`config.mk`:
```
export PLATFORM = sky130hd
export DESIGN_NAME = button_press_classifier
export DESIGN_NICKNAME = d
export VERILOG_FILES = /design/src/rtl/button_pkg.sv /design/src/rtl/rise_edge_detect.sv /design/src/rtl/button_press_classifier.sv
export SDC_FILE = /design/constraint.sdc
export NUM_CORES = 1
export LEC_CHECK = 0
export CAP_MARGIN = 20
export CORE_MARGIN = 2
export CORE_UTILIZATION = 40
export DETAILED_ROUTE_END_ITERATION = 6
export SLEW_MARGIN = 0
export SYNTH_ARGS = -nofsm -noshare
export SYNTH_HDL_FRONTEND = slang
export SYNTH_SLANG_ARGS = --single-unit
```
`constraint.sdc`:
```
create_clock -name clk -period 2.6 [get_ports clk]
set_clock_uncertainty 0.1 [all_clocks]
set_input_delay 0.78 -clock clk [delete_from_list [all_inputs] [get_ports clk]]
set_output_delay 0.78 -clock clk [all_outputs]
set_load 0.01 [all_outputs]
```
`src/rtl/button_pkg.sv`:
```
// Shared state encoding for the button handling blocks
// (debouncer, press classifier, UI FSM).
package button_pkg;

    typedef logic [2:0] state_t;

    localparam logic [2:0] IDLE   = 3'd0;
    localparam logic [2:0] PRESS1 = 3'd1;
    localparam logic [2:0] WAIT2  = 3'd2;
    localparam logic [2:0] PRESS2 = 3'd3;
    localparam logic [2:0] HELD   = 3'd4;

    function automatic logic is_busy(input state_t s);
        return s != IDLE;
    endfunction

endpackage

```
`src/rtl/rise_edge_detect.sv`:
```
// Registers a synchronous level once and flags its rising edge.
// PREV_RESET=1 makes a level already high at reset look like "no edge".
module rise_edge_detect #(
    parameter logic PREV_RESET = 1'b1
) (
    input  logic clk,
    input  logic rst,
    input  logic level,
    output logic rise,
    output logic level_q
);

    logic prev_q;
    logic prev_d;
    logic level_d;

    always_comb begin
        prev_d  = level;
        level_d = level;
    end

    assign rise = level & ~prev_q;

    // NOTE: non-blocking assignments so every flop samples the pre-edge values.
    always_ff @(posedge clk) begin
        if (rst) begin
            prev_q  <= PREV_RESET;
            level_q <= 1'b0;
        end else begin
            prev_q  <= prev_d;
            level_q <= level_d;
        end
    end

endmodule

```
`src/rtl/button_press_classifier.sv`:
```
// Classifies each debounced button gesture as a short, long or double press,
// emitting one registered single-cycle pulse per gesture.
module button_press_classifier
    import button_pkg::*;
#(
    parameter int LONG_CYCLES = 50_000_000,
    parameter int GAP_CYCLES  = 25_000_000,
    parameter int CNT_W       = 26
) (
    input  logic clk,
    input  logic rst,
    input  logic debounced,
    output logic pressed,
    output logic short_press,
    output logic long_press,
    output logic double_press,
    output logic busy
);

    localparam logic [CNT_W-1:0] LONG_LAST = CNT_W'(LONG_CYCLES - 1);
    localparam logic [CNT_W-1:0] GAP_LAST  = CNT_W'(GAP_CYCLES - 1);
    localparam logic [CNT_W-1:0] CNT_ONE   = CNT_W'(1);

    logic             rise;
    state_t           state_q, state_d;
    logic [CNT_W-1:0] cnt_q, cnt_d;
    logic             short_q, short_d;
    logic             long_q, long_d;
    logic             double_q, double_d;

    rise_edge_detect #(
        .PREV_RESET (1'b1)
    ) u_edge (
        .clk     (clk),
        .rst     (rst),
        .level   (debounced),
        .rise    (rise),
        .level_q (pressed)
    );

    always_comb begin
        // NOTE: every output of this block gets a default first so no path infers a latch.
        state_d  = state_q;
        cnt_d    = cnt_q;
        short_d  = 1'b0;
        long_d   = 1'b0;
        double_d = 1'b0;
        case (state_q)
            IDLE: begin
                if (rise) begin
                    state_d = PRESS1;
                    cnt_d   = '0;
                end
            end
            PRESS1: begin
                if (!debounced) begin
                    state_d = WAIT2;
                    cnt_d   = '0;
                end else if (cnt_q == LONG_LAST) begin
                    long_d  = 1'b1;
                    state_d = HELD;
                end else begin
                    cnt_d = cnt_q + CNT_ONE;
                end
            end
            WAIT2: begin
                // A second press wins even on the final edge of the gap window.
                if (rise) begin
                    state_d = PRESS2;
                end else if (cnt_q == GAP_LAST) begin
                    short_d = 1'b1;
                    state_d = IDLE;
                end else begin
                    cnt_d = cnt_q + CNT_ONE;
                end
            end
            PRESS2: begin
                if (!debounced) begin
                    double_d = 1'b1;
                    state_d  = IDLE;
                end
            end
            HELD: begin
                if (!debounced) begin
                    state_d = IDLE;
                end
            end
            default: state_d = IDLE;
        endcase
    end

    always_ff @(posedge clk) begin
        if (rst) begin
            state_q  <= IDLE;
            cnt_q    <= '0;
            short_q  <= 1'b0;
            long_q   <= 1'b0;
            double_q <= 1'b0;
        end else begin
            state_q  <= state_d;
            cnt_q    <= cnt_d;
            short_q  <= short_d;
            long_q   <= long_d;
            double_q <= double_d;
        end
    end

    assign short_press  = short_q;
    assign long_press   = long_q;
    assign double_press = double_q;
    assign busy         = is_busy(state_q);

endmodule
```
After elaboration in Yosys (flattened, before gate mapping) --
Cells that the tools add are included.
Cells by class: reductions and logical operators 9, multiplexer cells 16, equality and inequality tests 13, $add $sub $neg 1, bitwise logic cells 6
Operators by type and width (number):
- two-way mux 26 bit | 5
- case mux 26 bit (3 select lines) | 1
- adder 26 x 1 -> 26 bit, second input constant | 1
- == test 26 x 25 -> 1 bit, second input constant | 1
- == test 26 bit, second input constant | 1
- two-way mux 3 bit | 6
- case mux 3 bit (4 select lines) | 1
- inequality test 3 bit, second input constant | 3
- inequality test 2 bit, second input constant | 4
- == test 3 x 2 -> 1 bit, second input constant | 2
- nonzero test 3 bit | 2
- OR reduction 3 bit | 2
- NOT 1 bit | 5
- AND reduction 5 bit | 1
- AND reduction 4 bit | 1
- OR reduction 2 bit | 2
- == test 3 x 1 -> 1 bit, second input constant | 1
- == test 3 bit, second input constant | 1
- logical NOT 3 bit | 1
- two-way mux 1 bit | 3
- bitwise AND 1 bit | 1
Storage, ports and cells: input port bits 3, output and inout port bits 5, register bits after elaboration 34

Logic depth before layout (Yosys ltp) --
Gate-level depths: netlist (run 1).
depth in word-level cells 4, gate-level depth with buffers 8, gate-level depth less buffers 7

Hierarchy --
A second synthesis (run 1) with hierarchy kept.
Second synthesis, totals: cells, all modules 256, area total of the unflattened synthesis 2110.8 um2
By module, submodules not included:
- button_press_classifier | area an instance 2052.0 um2, times used 1, cells each 251
- rise_edge_detect | area an instance 58.8 um2, times used 1, cells each 5

Worst setup path after synthesis (run 1) --
OpenSTA, ideal clock, no wires.
path kind in2reg, from input port debounced, to register cnt_q[10], required time 2.399 ns, path buffers 1, arrival 2.247 ns, path slack 0.152 ns, cell stages on the path 7, cells stage by stage nor2b_1 nor3_1 nor3_1 and2_1 buf_2 nand3_1 o41ai_1
On the way: longest elaborated chain between the ends 3
Ends and longest elaborated chain:
- start: declaration | line button_press_classifier.sv:12 | input logic debounced,
- bitwise AND 1 bit | line rise_edge_detect.sv:22 | assign rise = level & ~prev_q;
- inequality test 2 bit (no line)
- AND reduction 5 bit (no line)
- end signal: assignment | line button_press_classifier.sv:101 | cnt_q <= cnt_d;
- end: declaration | line button_press_classifier.sv:26 | logic [CNT_W-1:0] cnt_q, cnt_d;
Parallel ways exist; a longest one is shown, timed or not. A chain may end at the register's enable or synchronous reset.

Worst setup path in the final report (run 1) --
from input port debounced, to register cnt_q[3]
The elaborated chain is that of the path after synthesis.

==> results of run 1 <==
## synth_stat cells (2+ instances only)
cell type,n
dfxtp_1,34
nor2_1,25
nand3_1,20
nand2_1,15
clkbuf_1,11
o211ai_1,11
o21ai_0,11
nor3_1,8
nor4_1,8
nand4_1,7
nor2b_1,7
o31ai_1,7
a21oi_1,6
a31oi_1,6
inv_1,6
o41ai_1,6
and3_1,5
or4_1,5
o21a_1,4
nand2b_1,3
nor4b_1,3
a32o_1,2
and4_1,2
buf_6,2
o21bai_1,2
or2_2,2
or3_1,2
or4_4,2
## flip-flops by register name, summed over array words and instances, names as in the netlist
signal	flops
long_press	1
short_press	1
cnt_q	26
u_edge.level_q	1
double_press	1
state_q	3
u_edge.prev_q	1
## routing by layer
metal,vias to the layer above,routed length [µm],global-route usage (%)
li1,999,-,-
met1,974,2569,30.50
met2,65,2468,31.73
met3,9,268,4.420
met4,0,71,7.819
met5,-,0,0
## path summary, 6_finish.rpt
path,start,to,slack (ns),cells past startpoint
worst max-delay path,debounced,cnt_q[3]$_SDFFE_PP0P_,0.006,8
worst min-delay path,cnt_q[1]$_SDFFE_PP0P_,cnt_q[1]$_SDFFE_PP0P_,0.41,2
worst min register to register,cnt_q[1]$_SDFFE_PP0P_,cnt_q[1]$_SDFFE_PP0P_,0.41,2
worst max register to register,cnt_q[7]$_SDFFE_PP0P_,cnt_q[14]$_SDFFE_PP0P_,0.08,9
## report_power, final
part,internal (W),total (W),leakage (nW),switching (W)
registers,0.000523,0.000527,0.274,0.00000389
logic,0.0000578,0.000120,0.526,0.0000622
clock network,0.000285,0.000498,0.0504,0.000213
total,0.000866,0.00114,0.851,0.000279
## layout make-up
type / count / area, µm²
fillers: 436 / 2197
multi-input cells: 185 / 1207
flip-flops and latches: 34 / 680.7
repair buffers: 44 / 367.9
clock buffers: 5 / 68.82
well taps: 54 / 67.56
clock inverters: 3 / 45.04
inverters: 7 / 26.28
## critical path, stage by stage
cell             delay (ns)
clkdlybuf4s50_1        0.44
nor2b_4                0.15
o21a_1                 0.17
nor3_2                 0.17
buf_4                  0.16
nand3_4                0.08
or4b_2                 0.63
a21oi_2                0.15
## metrics by stage
step | area [µm²] | power [W] | std cells | utilization [%] | hold WS (ns)
5_1_grt | 2464 | 0.001189 | 332 | 52.86 | 0.4299
6_report | 2464 | 0.001145 | 332 | 52.86 | 0.4073
2_1_floorplan | 1908 | 0.0005908 | 241 | - | 0.3556
4_1_cts | 2355 | 0.001139 | 328 | 50.52 | 0.4083
3_3_place_gp | 2233 | 0.0006404 | 320 | 47.92 | 0.3839
3_5_place_dp | 2233 | 0.0006409 | 320 | 47.92 | 0.3899
## cell families (layout without fill, tap and decap cells)
kind of cell | Yosys count | count (layout) | synth area share [%]
AND/OR/NAND/NOR | 121 | 121 | 35.34
flip-flops | 34 | 34 | 35.67
adder cells (fa/ha/maj) | 1 | 1 | 0.6556
buffers and inverters | 22 | 59 | 5.180
AO/OA/AOI/OAI | 63 | 63 | 23.15
## repair_timing
item,in CTS,in global routing
pin swaps,0,4
setup buffers,0,3
resized for setup,2,18
cloned,0,1
setup endpoints to repair,12,17
==> metrics.txt, run 1 <==
# TYPE chip_impl_metric gauge
chip_impl_info{name="status",value="finished clean"} 1
chip_impl_metric{name="detailed_place_hpwl",unit="µm"} 3730
chip_impl_info{name="crit_path_end_kind",value="flip-flop"} 1
chip_impl_metric{name="grt_pass1_wl",unit="µm"} 8859
chip_impl_metric{name="port-buffer-count",unit=""} 7
chip_impl_metric{name="route.vias.total",unit=""} 2047
chip_impl_metric{name="power_density_over_cell_area",unit="nW/µm²"} 464.7
chip_impl_metric{name="timing.setup.tns",unit="ns"} 0
chip_impl_metric{name="syn_area",unit="µm²"} 1908
chip_impl_metric{name="synth-warning-count",unit=""} 0
chip_impl_metric{name="slew_headroom",unit="%"} 59.44
chip_impl_metric{name="cts-hold-fix-buffers",unit=""} 0
chip_impl_metric{name="place_ws",unit="ns"} -0.4360
chip_impl_metric{name="syn_nets",unit=""} 245
chip_impl_metric{name="share_of_final_layout_standard_cells_stronger_than_drive_strength_1",unit="%"} 23.74
chip_impl_info{name="synth_top_flop_cell",value="dfxtp_1"} 1
chip_impl_metric{name="wl",unit="µm"} 5378
chip_impl_metric{name="grt_max_degree",unit=""} 27
chip_impl_metric{name="final_period_minus_worst_setup_slack",unit="ns"} 2.594
chip_impl_info{name="timing.critical_path.from_type",value="primary input"} 1
chip_impl_metric{name="crit_arrival",unit="ns"} 2.73
chip_impl_metric{name="placement_rows",unit=""} 25
chip_impl_metric{name="diodes",unit=""} 0
chip_impl_metric{name="max_freq",unit="MHz"} 385.5
chip_impl_metric{name="critical_path.max_fanout",unit=""} 3
chip_impl_metric{name="drc_errors_left",unit=""} 0
chip_impl_metric{name="synth_enable_flop_cells",unit=""} 0
chip_impl_metric{name="timing.final.ws_setup",unit="ns"} 0.006211
chip_impl_metric{name="final_worst_path_period_share",unit="%"} 99.76
chip_impl_metric{name="grt_antenna_before_repair",unit=""} 0
chip_impl_metric{name="ys_types",unit=""} 47
chip_impl_metric{name="cts_htree_levels",unit=""} 2
chip_impl_metric{name="yosys_reg_bits",unit=""} 34
chip_impl_info{name="worst_hold_path_type",value="flip-flop to flip-flop"} 1
chip_impl_metric{name="design.core.area",unit="µm²"} 4661
chip_impl_metric{name="number_of_cells_produced_by_synthesis",unit=""} 241
chip_impl_metric{name="route.detailed.wl_per_inst",unit="µm"} 16.20
chip_impl_info{name="tritoncts",value="yes"} 1
chip_impl_metric{name="clock_sink_count",unit=""} 34
chip_impl_metric{name="report.final.setup_viol",unit=""} 0
chip_impl_info{name="most-common-layout-cells",value="buf_4, dfxtp_1, nor2_1, nand3_1, nand2_1"} 1
chip_impl_metric{name="tritoncts.num_buffers",unit=""} 5
chip_impl_metric{name="max_slew.worst_pin.slew",unit="ns"} 0.6028
chip_impl_info{name="synth_area_leader_cell",value="dfxtp_1"} 1
chip_impl_metric{name="drtPass1Iterations",unit=""} 4
chip_impl_metric{name="cts.clk_slew.worst_paths",unit="ns"} 0.08
chip_impl_metric{name="drv_slew",unit=""} 0
chip_impl_metric{name="synth-seq-area-share",unit="%"} 35.67
chip_impl_info{name="rsz0062_at_grt",value="yes"} 1
chip_impl_metric{name="cts_max_path_buffers",unit=""} 2
chip_impl_metric{name="initialDrtViolationCount",unit=""} 151
chip_impl_metric{name="required_worst_endpoint",unit="ns"} 2.74
chip_impl_metric{name="final_antenna_net_count",unit=""} 0
chip_impl_metric{name="synth_largest_type_area_fraction",unit="%"} 35.67
chip_impl_metric{name="design.die.area",unit="µm²"} 5338
chip_impl_metric{name="die_width",unit="µm"} 73.07
chip_impl_metric{name="grt.total_usage",unit="%"} 21.43
chip_impl_metric{name="synthArstFlopShare",unit="%"} 0
chip_impl_metric{name="routed_via_density",unit=""} 6.166
chip_impl_metric{name="max_cap_violations",unit=""} 0
chip_impl_metric{name="nNetsFinal",unit=""} 281
chip_impl_metric{name="clkLatencyLatePin",unit="ns"} 0.30
chip_impl_metric{name="initial_utilization",unit="%"} 40.94
chip_impl_metric{name="power.static_leakage",unit="nW"} 0.8509
chip_impl_metric{name="power.ir.vdd_worst",unit="µV"} 253.4
chip_impl_metric{name="syn-mean-instance-area",unit="µm²"} 7.917
chip_impl_metric{name="synthToLayoutAreaGrowth",unit="%"} 29.11
chip_impl_metric{name="ioPinCount",unit=""} 8
chip_impl_info{name="cts_root_buf",value="clkbuf_8"} 1
chip_impl_metric{name="number_of_global_route_vias_before_repair",unit=""} 1787
chip_impl_metric{name="gr-total-overflow",unit=""} 0
chip_impl_metric{name="place_congestion",unit=""} 0.8950
chip_impl_info{name="startpoint_to_endpoint_class_of_the_critical_path",value="primary input to flip-flop"} 1
chip_impl_metric{name="report.final.hold_viol_count",unit=""} 0
chip_impl_metric{name="die_y",unit="µm"} 73.07
chip_impl_info{name="netlist_top_cells_area",value="dfxtp_1, nand3_1, nor2_1"} 1
No activity file was read; power rests on OpenSTA's default activity.
==> run 2, diff against run 1 <==
- SLEW_MARGIN: 0 -> not set
==> results of run 2 <==
Final layout, timing and power as in run 1 (identical DEF).
==> run 3, diff against run 2 <==
- CAP_MARGIN: 20 -> not set
- REMOVE_ABC_BUFFERS: not set -> 1
- SKIP_CTS_REPAIR_TIMING: not set -> 1
==> run 3 against run 2 <==
Effect of this change: clock-buffer cell count grew 3; sequential cell count unchanged; combinational power decreased by 12%; utilization down 0.91 points; global-route usage down 0.41 points.
==> metrics.txt, run 3 (synthesis results as in run 1) <==
# TYPE chip_impl_metric gauge
chip_impl_metric{name="grt_pass1_wl",unit="µm"} 8680
chip_impl_metric{name="drtPass1Iterations",unit=""} 4
chip_impl_metric{name="gr-total-overflow",unit=""} 0
chip_impl_metric{name="required_worst_endpoint",unit="ns"} 1.72
chip_impl_info{name="hold_path.startpoint",value="cnt_q[0]$_SDFFE_PP0P_"} 1
chip_impl_metric{name="die_width",unit="µm"} 73.07
chip_impl_info{name="whs_endpoint",value="cnt_q[0]$_SDFFE_PP0P_"} 1
chip_impl_metric{name="final_worst_path_period_share",unit="%"} 95.24
chip_impl_info{name="regToRegStartpoint",value="cnt_q[7]$_SDFFE_PP0P_"} 1
chip_impl_metric{name="place_congestion",unit=""} 0.9102
chip_impl_metric{name="min_path_cells",unit=""} 1
chip_impl_metric{name="drc_errors_left",unit=""} 0
chip_impl_metric{name="r2r_cells",unit=""} 7
chip_impl_metric{name="final_period_minus_worst_setup_slack",unit="ns"} 2.476
chip_impl_metric{name="placement_rows",unit=""} 25
chip_impl_metric{name="final_antenna_net_count",unit=""} 0
chip_impl_metric{name="design.core.area",unit="µm²"} 4661
chip_impl_metric{name="detailed_place_hpwl",unit="µm"} 3752
chip_impl_metric{name="drv_slew",unit=""} 0
chip_impl_metric{name="report.final.setup_viol",unit=""} 0
chip_impl_metric{name="critical_path.max_fanout",unit=""} 11
chip_impl_metric{name="number_of_global_route_vias_before_repair",unit=""} 1755
chip_impl_metric{name="power_density_over_cell_area",unit="nW/µm²"} 452.7
chip_impl_metric{name="max_freq",unit="MHz"} 403.8
chip_impl_metric{name="diodes",unit=""} 0
chip_impl_metric{name="synthToLayoutAreaGrowth",unit="%"} 26.89
chip_impl_info{name="regToRegEndpoint",value="cnt_q[11]$_SDFFE_PP0P_"} 1
chip_impl_metric{name="clock_sink_count",unit=""} 34
chip_impl_metric{name="wl",unit="µm"} 5286
chip_impl_metric{name="global_route.usage.met2",unit="%"} 30.93
chip_impl_info{name="layout.cells.most_common",value="dfxtp_1"} 1
chip_impl_metric{name="place_ws",unit="ns"} -0.3388
chip_impl_metric{name="cts.clk_slew.worst_paths",unit="ns"} 0.07
chip_impl_info{name="biggestRegsByFlops",value="cnt_q x26, state_q x3"} 1
chip_impl_metric{name="largest_register_ffs",unit=""} 26
chip_impl_metric{name="design.die.area",unit="µm²"} 5338
chip_impl_metric{name="route.vias.total",unit=""} 1949
chip_impl_metric{name="report.final.hold_viol_count",unit=""} 0
chip_impl_info{name="most-common-layout-cells",value="dfxtp_1, buf_4, nor2_1, nand3_1, nand2_1"} 1
chip_impl_metric{name="slew_headroom",unit="%"} 63.00
chip_impl_metric{name="port-buffer-count",unit=""} 7
chip_impl_metric{name="power.static_leakage",unit="nW"} 0.8493
chip_impl_info{name="cts_root_buf",value="clkbuf_8"} 1
chip_impl_metric{name="max_slew.worst_pin.slew",unit="ns"} 0.5499
chip_impl_metric{name="cts_max_path_buffers",unit=""} 2
chip_impl_info{name="crit_path_end_kind",value="output pin"} 1
chip_impl_metric{name="grt_antenna_before_repair",unit=""} 0
chip_impl_metric{name="routed_via_density",unit=""} 5.942
chip_impl_metric{name="initialDrtViolationCount",unit=""} 186
chip_impl_metric{name="power.ir.vdd_worst",unit="µV"} 208.9
chip_impl_metric{name="share_of_final_layout_standard_cells_stronger_than_drive_strength_1",unit="%"} 21.17
chip_impl_info{name="tritoncts",value="yes"} 1
chip_impl_metric{name="initial_utilization",unit="%"} 40.94
chip_impl_metric{name="crit_arrival",unit="ns"} 1.60
chip_impl_info{name="rsz0062_at_grt",value="no"} 1
chip_impl_metric{name="clkLatencyLatePin",unit="ns"} 0.29
chip_impl_metric{name="nFillCells",unit=""} 440
chip_impl_metric{name="cts_htree_levels",unit=""} 2
chip_impl_metric{name="die_y",unit="µm"} 73.07
chip_impl_metric{name="tritoncts.num_buffers",unit=""} 5
chip_impl_metric{name="route.detailed.wl_per_inst",unit="µm"} 16.12
chip_impl_metric{name="grt.total_usage",unit="%"} 21.02
chip_impl_metric{name="grt_max_degree",unit=""} 27
chip_impl_metric{name="max_cap_violations",unit=""} 0
chip_impl_info{name="startpoint_to_endpoint_class_of_the_critical_path",value="flip-flop to output pin"} 1
chip_impl_metric{name="groute.layer.met1.usage",unit="%"} 29.63
chip_impl_metric{name="fin_util",unit="%"} 51.95
chip_impl_info{name="top_register",value="cnt_q"} 1
chip_impl_metric{name="timing.final.ws_setup",unit="ns"} 0.1238
chip_impl_info{name="timing.critical_path.from_type",value="flip-flop"} 1
chip_impl_metric{name="global_route.usage.met3",unit="%"} 4.558
chip_impl_info{name="grt-busiest-layer",value="met2"} 1
chip_impl_info{name="status",value="finished clean"} 1
chip_impl_info{name="worst_hold_path_type",value="flip-flop to flip-flop"} 1
chip_impl_info{name="startpoint",value="state_q[2]$_SDFFE_PP0P_"} 1
chip_impl_metric{name="ioPinCount",unit=""} 8
chip_impl_metric{name="nNetsFinal",unit=""} 277
chip_impl_metric{name="r2r_slack",unit="ns"} 0.17
run 3: cell types whose count changed in the layout (fill, tap and decap cells not counted), sizes merged:
| cell | delta |
|---|---|
| clkinvlp | -2 |
| bufinv | -1 |
| buf | -4 |
| dlymetal6s2s | +1 |
| clkbuf | +3 |
| clkdlybuf4s50 | -1 |
run 3: area by class of cell:
type,count,area [µm²],share of cell area (%)
Sequential cell,34,680.7,28.11
Tap cell,54,67.56,2.791
Inverter,7,26.28,1.085
Multi-Input combinational cell,185,1204,49.72
Timing Repair Buffer,40,332.8,13.75
Clock buffer,8,110.1,4.548
run 3: power by group:
group	switching [W]	internal, W	total (W)
clock	0.000195	0.000267	0.000462
combinational	0.0000587	0.0000476	0.000106
sequential	0.00000376	0.000524	0.000527
run 3: worst max-delay path: stages (launching register included):
cell and delay [ns]:
dfxtp_1 0.42, or3_1 0.40, clkdlybuf4s50_1 0.48
run 3: per-layer routing:
layer / share of wire, % / wire length [µm]
met5: 0 / 0
met3: 3.6 / 191
met2: 47 / 2481
met4: 1.5 / 79
met1: 48 / 2532
run 3: worst max-delay path by stage:
stage | cells past startpoint | endpoint
floorplan | 5 | cnt_q[10]$_SDFFE_PP0P_
global placement | 9 | cnt_q[22]$_SDFFE_PP0P_
detailed placement | 8 | cnt_q[3]$_SDFFE_PP0P_
CTS | 8 | cnt_q[3]$_SDFFE_PP0P_
global route | 2 | busy
finish | 2 | busy
run 3: metrics by stage:
stage | cell area [µm²] | power (W) | cells | setup TNS (ns) | hold slack (ns)
finish | 2421 | 0.001096 | 328 | 0 | 0.4136
global route | 2421 | 0.001137 | 328 | 0 | 0.4508
CTS | 2344 | 0.001102 | 328 | -0.4570 | 0.4148
detailed placement | 2233 | 0.0006399 | 320 | -5.945 | 0.4047
global placement | 2233 | 0.0006399 | 320 | -5.795 | 0.4010
floorplan | 1836 | 0.0005794 | 226 | -0.02038 | 0.3556
==> variant 1: new RTL, settings of run 2 <==
The output `short_press` loses its register stage (`short_q` becomes a continuous assignment).
--- a/src/rtl/button_press_classifier.sv
+++ b/src/rtl/button_press_classifier.sv
@@ -93,17 +93,17 @@
         if (rst) begin
             state_q  <= IDLE;
             cnt_q    <= '0;
-            short_q  <= 1'b0;
             long_q   <= 1'b0;
             double_q <= 1'b0;
         end else begin
             state_q  <= state_d;
             cnt_q    <= cnt_d;
-            short_q  <= short_d;
             long_q   <= long_d;
             double_q <= double_d;
         end
     end
+
+    assign short_q = short_d;
 
     assign short_press  = short_q;
     assign long_press   = long_q;
Behaviour: no difference found for any inputs over 10 cycles, from zero or initial values and one cycle with rst high; that may be too few to reach the edited logic, so the function may still have changed.
==> variant 1 against run 2 <==
The run now ends with negative setup slack left; wire length decreased by 0.33%; worst setup slack worse by 0.027 ns; sequential cell count fell by 1; area after synthesis is 3.3% higher; design area increased by 5.6%; final cell count grew 9.9%; first-iteration DRC count fell by 12%; fmax decreased by 1.0%; synthesized cell count up 1.2%; count of clock-buffer cells in the layout is 2 higher.
Power is not compared: it rests on default switching activity, and its combinational part moved more than twofold at a synthesized area within 25%.
==> variant 1: results (changes against run 2) <==
outcome -> finished with violations (was complete, no violations)
failing checks -> negative setup slack
first-pass GRT wire length -> 8.74 mm (was 8.86 mm)
Max-slew headroom -> 59.5% (was 59.4%)
Num CTS Buffers -> 5 (unchanged)
Post-synth top cells -> dfxtp_1 (33), nand2_1 (26), a21oi_1 (22), nor2_1 (19), o21ai_0 (15) (was dfxtp_1 (34), nor2_1 (25), nand3_1 (20), nand2_1 (15))
Worst path slowest cell -> or4b_4 (was or4b_2)
met3 wire len -> 263 um (was 268 um)
launching element type of the critical path -> flop (was input pin)
hpwl dp -> 3.88 mm (was 3.73 mm)
Yosys cell types -> 60 (was 47)
RD Place Congestion -> 0.884 (was 0.895)
CP arrival -> 1.74 ns (was 2.73 ns)
# H-tree levels -> 2 (unchanged)
vias in the first global route -> 1881 (was 1787)
maximum fanout along the worst path -> 2 (was 3)
Post-Route WL -> 5.36 mm (was 5.38 mm)
drt pass-1 iters -> 4 (unchanged)
fin nets -> 302 (was 281)
wl on met1 -> 2.59 mm (was 2.57 mm)
Iter 0 DRT Violations -> 133 (was 151)
Setup violations, final -> 1 (was 0)
met2 usage -> 33.4% (was 31.7%)
grt met3 use -> 4.20% (was 4.42%)
hold path depth -> 1 (was 2)
Critical Path Max Stage Delay -> 0.57 ns (was 0.63 ns)
Placed Instance Area -> 2390 um^2 (was 2230 um^2)
antenna violations before repair -> 0 (unchanged)
synth top area cells -> dfxtp_1 (34%), a21oi_1 (5.6%), nand2_1 (4.9%) (was dfxtp_1 (36%), nand3_1 (5.2%), nor2_1 (4.9%))
Hold Path Sink -> cnt_q[24]$_SDFFE_PP0P_ (was cnt_q[1]$_SDFFE_PP0P_)
Place WS -> -0.441 ns (was -0.436 ns)
final worst slack -> -0.0206 ns (was 0.00621 ns)
layout cells sized above 1 -> 32.2% (was 23.7%)
Fillers -> 438 (was 436)
flop2flop setup slack -> 0.01 ns (was 0.08 ns)
Global Route Usage Sum -> 20.8% (was 21.4%)
WL met2 -> 2.44 mm (was 2.47 mm)
reg2reg start -> cnt_q[9]$_SDFFE_PP0P_ (was cnt_q[7]$_SDFFE_PP0P_)
YS warnings -> 0 (unchanged)
Seq/Total Area, Yosys -> 33.5% (was 35.7%)
syn nets -> 248 (was 245)
crit path to -> short_press (was cnt_q[3]$_SDFFE_PP0P_)
met1 Resource Use GR -> 28.2% (was 30.5%)
r2r endpoint -> state_q[0]$_SDFFE_PP0P_ (was cnt_q[14]$_SDFFE_PP0P_)
hold wc startpoint -> cnt_q[24]$_SDFFE_PP0P_ (was cnt_q[1]$_SDFFE_PP0P_)
pin count of the biggest net entering global routing -> 23 (was 27)
Skew-Pair Late Insertion Delay -> 0.28 ns (was 0.30 ns)
peak supply drop -> 428 uV
via count -> 2053 (was 2047)
-- variant 1: worst register-to-register path, cell delays in order (launching register included) --
cell      delay (ns)
dfxtp_1         0.31
or4b_4          0.57
buf_6           0.14
or4_4           0.53
o21ai_4         0.18
buf_6           0.12
nand2_2         0.07
buf_6           0.14
o211ai_1        0.20
o41ai_2         0.10
-- variant 1: metrics by stage --
stage,utilization (%),hold slack (ns),std cells,total power [mW],TNS [ns]
2_1_floorplan,-,0.363,244,0.948,0
3_3_place_gp,50.6,0.389,353,1.18,-7.35
3_5_place_dp,50.6,0.401,353,1.18,-7.71
4_1_cts,53.6,0.412,362,1.62,-0.0504
5_1_grt,55.1,0.459,365,1.78,-0.215
6_report,55.1,0.419,365,1.67,-0.0206
-- variant 1: logic make-up (layout without fill, tap and decap cells) --
group / count (synthesis) / in the layout / synth area share (%)
adder cells (fa/ha/maj): 1 / 1 / 0.634
AND/OR/NAND/NOR: 124 / 124 / 37.1
AO/OA/AOI/OAI: 65 / 65 / 21.6
buffers and inverters: 20 / 74 / 6.66
flip-flops: 33 / 33 / 33.5
XOR/XNOR: 1 / 1 / 0.444
-- variant 1: cell type report --
class / instances / area share, %
inverter: 5 / 0.721
sequential: 33 / 25.4
clock buffer: 7 / 3.32
timing repair buffer: 62 / 19.1
multi-input combinational: 191 / 48.3
tap: 67 / 3.22
-- variant 1: repair_timing --
| action | in CTS | in global routing |
|---|---|---|
| buffers inserted | 2 | 2 |
| setup endpoints to repair | 15 | 29 |
| resized for setup | 16 | 14 |
| hold buffers | 0 | 0 |
| pin swaps | 5 | 5 |
| gates cloned | 0 | 1 |
-- variant 1: power breakdown --
group,switching (mW),internal (mW)
clock,0.183,0.210
combinational,0.404,0.330
sequential,0.0191,0.524
total,0.606,1.06
==> variant 2: new RTL, config.mk and constraints of run 2 <==
Made on the original files. Change the parameter `CNT_W` from 26 to 22.
--- a/src/rtl/button_press_classifier.sv
+++ b/src/rtl/button_press_classifier.sv
@@ -5,7 +5,7 @@
 #(
     parameter int LONG_CYCLES = 50_000_000,
     parameter int GAP_CYCLES  = 25_000_000,
-    parameter int CNT_W       = 26
+    parameter int CNT_W       = 22
 ) (
     input  logic clk,
     input  logic rst,
Behaviour: same outputs for any inputs over 10 cycles, from zero or initial values and one cycle with rst high; that may be too few to reach the edited logic, so the function may still have changed.
==> variant 2 against run 2 <==
Area after synthesis down 13%; sequential cell count down 4; count of clock-buffer cells in the layout up 2; clock power down 30%; design area down 21%; sequential share of layout area up 3.5 points; wire length down 16%; worst setup slack better by 0.16 ns; total power down 22%; global-route usage up 0.48 points.
==> variant 2: results (changes against run 2) <==
clock network area share -> 3.95% (was 4.62%)
peak supply drop -> 278 uV (was 253 uV)
vias in the first global route -> 1574 (was 1787)
Top Registers -> cnt_q (22), state_q (3) (was cnt_q (26), state_q (3))
Iter 0 DRT Violations -> 188 (was 151)
pin count of the biggest net entering global routing -> 28 (was 27)
Worst-Margin Slew -> 0.999 ns (was 0.603 ns)
Static Leakage -> 0.672 nW (was 0.851 nW)
Placed Instance Area -> 1830 um^2 (was 2230 um^2)
non-clk buf share -> 8.41% (was 14.9%)
Post-synth top cells -> dfxtp_1 (30), nand2_1 (22), nand3_1 (15), nor2_1 (15), a32o_1 (11) (was dfxtp_1 (34), nor2_1 (25), nand3_1 (20), nand2_1 (15))
Reg clk slew, reported paths -> 0.06 ns (was 0.08 ns)
CP arrival -> 1.55 ns (was 2.73 ns)
hpwl dp -> 3.23 mm (was 3.73 mm)
RD Place Congestion -> 0.963 (was 0.895)
Yosys cell types -> 46 (was 47)
synth top area cells -> dfxtp_1 (36%), a32o_1 (6.6%), nand2_1 (5.0%) (was dfxtp_1 (36%), nand3_1 (5.2%), nor2_1 (4.9%))
Non-clock buffers -> 20 (was 44)
fraction of area in multi-input gates -> 52.1% (was 49.0%)
Place WS -> -0.835 ns (was -0.436 ns)
fin nets -> 225 (was 281)
drt pass-1 iters -> 5 (was 4)
Seq/Total Area, Yosys -> 36.3% (was 35.7%)
Skew-Pair Late Insertion Delay -> 0.28 ns (was 0.30 ns)
clock root cell -> clkbuf_8 (unchanged)
vias per cell -> 6.25 (was 6.17)
Post-Route WL -> 4.53 mm (was 5.38 mm)
Cells after DPL -> 263 (was 320)
Power Clock -> 0.348 mW (was 0.498 mW)
maximum fanout along the worst path -> 7 (was 3)
Post-Syn Area per Cell -> 8.16 um^2 (was 7.92 um^2)
Fillers -> 388 (was 436)
final cell count without fillers -> 270 (was 332)
syn nets -> 208 (was 245)
outcome -> complete, no violations (unchanged)
Switching Share -> 24.2% (was 24.3%)
max reg flops -> 22 (was 26)
Clock Path Buffers -> 2 (unchanged)
Num CTS Buffers -> 5 (unchanged)
Non-Clock Inverter Count -> 6 (was 7)
# clk buffers -> 7 (was 5)
Seq. pwr -> 0.466 mW (was 0.527 mW)
Global Route Usage Sum -> 21.9% (was 21.4%)
first-pass GRT wire length -> 7.53 mm (was 8.86 mm)
multi-input gate count -> 157 (was 185)
Reg area -> 602 um^2 (was 681 um^2)
synthesis-stage register bit count -> 30 (was 34)
layout cells sized above 1 -> 15.5% (was 23.7%)
[variant 2: metal layers]
metal	GRT usage [%]	routed length, um
met5	0	0
met4	10.8	143
met3	6.25	306
met2	33.6	2070
met1	28.0	2010
[variant 2: worst max-delay path: stages (launching register included)]
cell and delay (ns):
dfxtp_1 0.46, inv_1 0.16, nand3_1 0.11, clkdlybuf4s50_1 0.54
[variant 2: metrics by stage]
stage | power [mW] | util [%]
floorplan | 0.526 | -
global placement | 0.551 | 45.8
detailed placement | 0.555 | 45.8
CTS | 0.901 | 48.0
global route | 0.941 | 48.4
finish | 0.894 | 48.4
[variant 2: what timing repair did]
| action | CTS | global route |
|---|---|---|
| setup buffers | 0 | 0 |
| gates resized for setup | 3 | 7 |
| endpoints found under the hold margin | 0 | 0 |
| hold buffers | 0 | 0 |
| setup endpoints to repair | 22 | 8 |
| pin swaps | 1 | 3 |
[variant 2: worst paths after layout]
check | from | to | slack (ns) | depth (start not counted)
setup / recovery | state_q[0]$_SDFFE_PP0P_ | busy | 0.17 | 3
hold / removal | cnt_q[15]$_SDFFE_PP0P_ | cnt_q[15]$_SDFFE_PP0P_ | 0.39 | 2
setup reg to reg | cnt_q[8]$_SDFFE_PP0P_ | cnt_q[16]$_SDFFE_PP0P_ | 0.23 | 9
hold reg to reg | cnt_q[15]$_SDFFE_PP0P_ | cnt_q[15]$_SDFFE_PP0P_ | 0.39 | 2
[variant 2: cell families (layout without fill, tap and decap cells)]
logic type	count (synthesis)	in the layout	synth area share [%]
adders and majority gates	2	2	1.51
buffers and inverters	16	33	4.68
muxes	2	2	1.21
xor gates and xnor gates	2	2	1.06
AOI/OAI and AO/OA	40	40	17.1
and+or+nand+nor	111	111	38.2
DFF	30	30	36.3
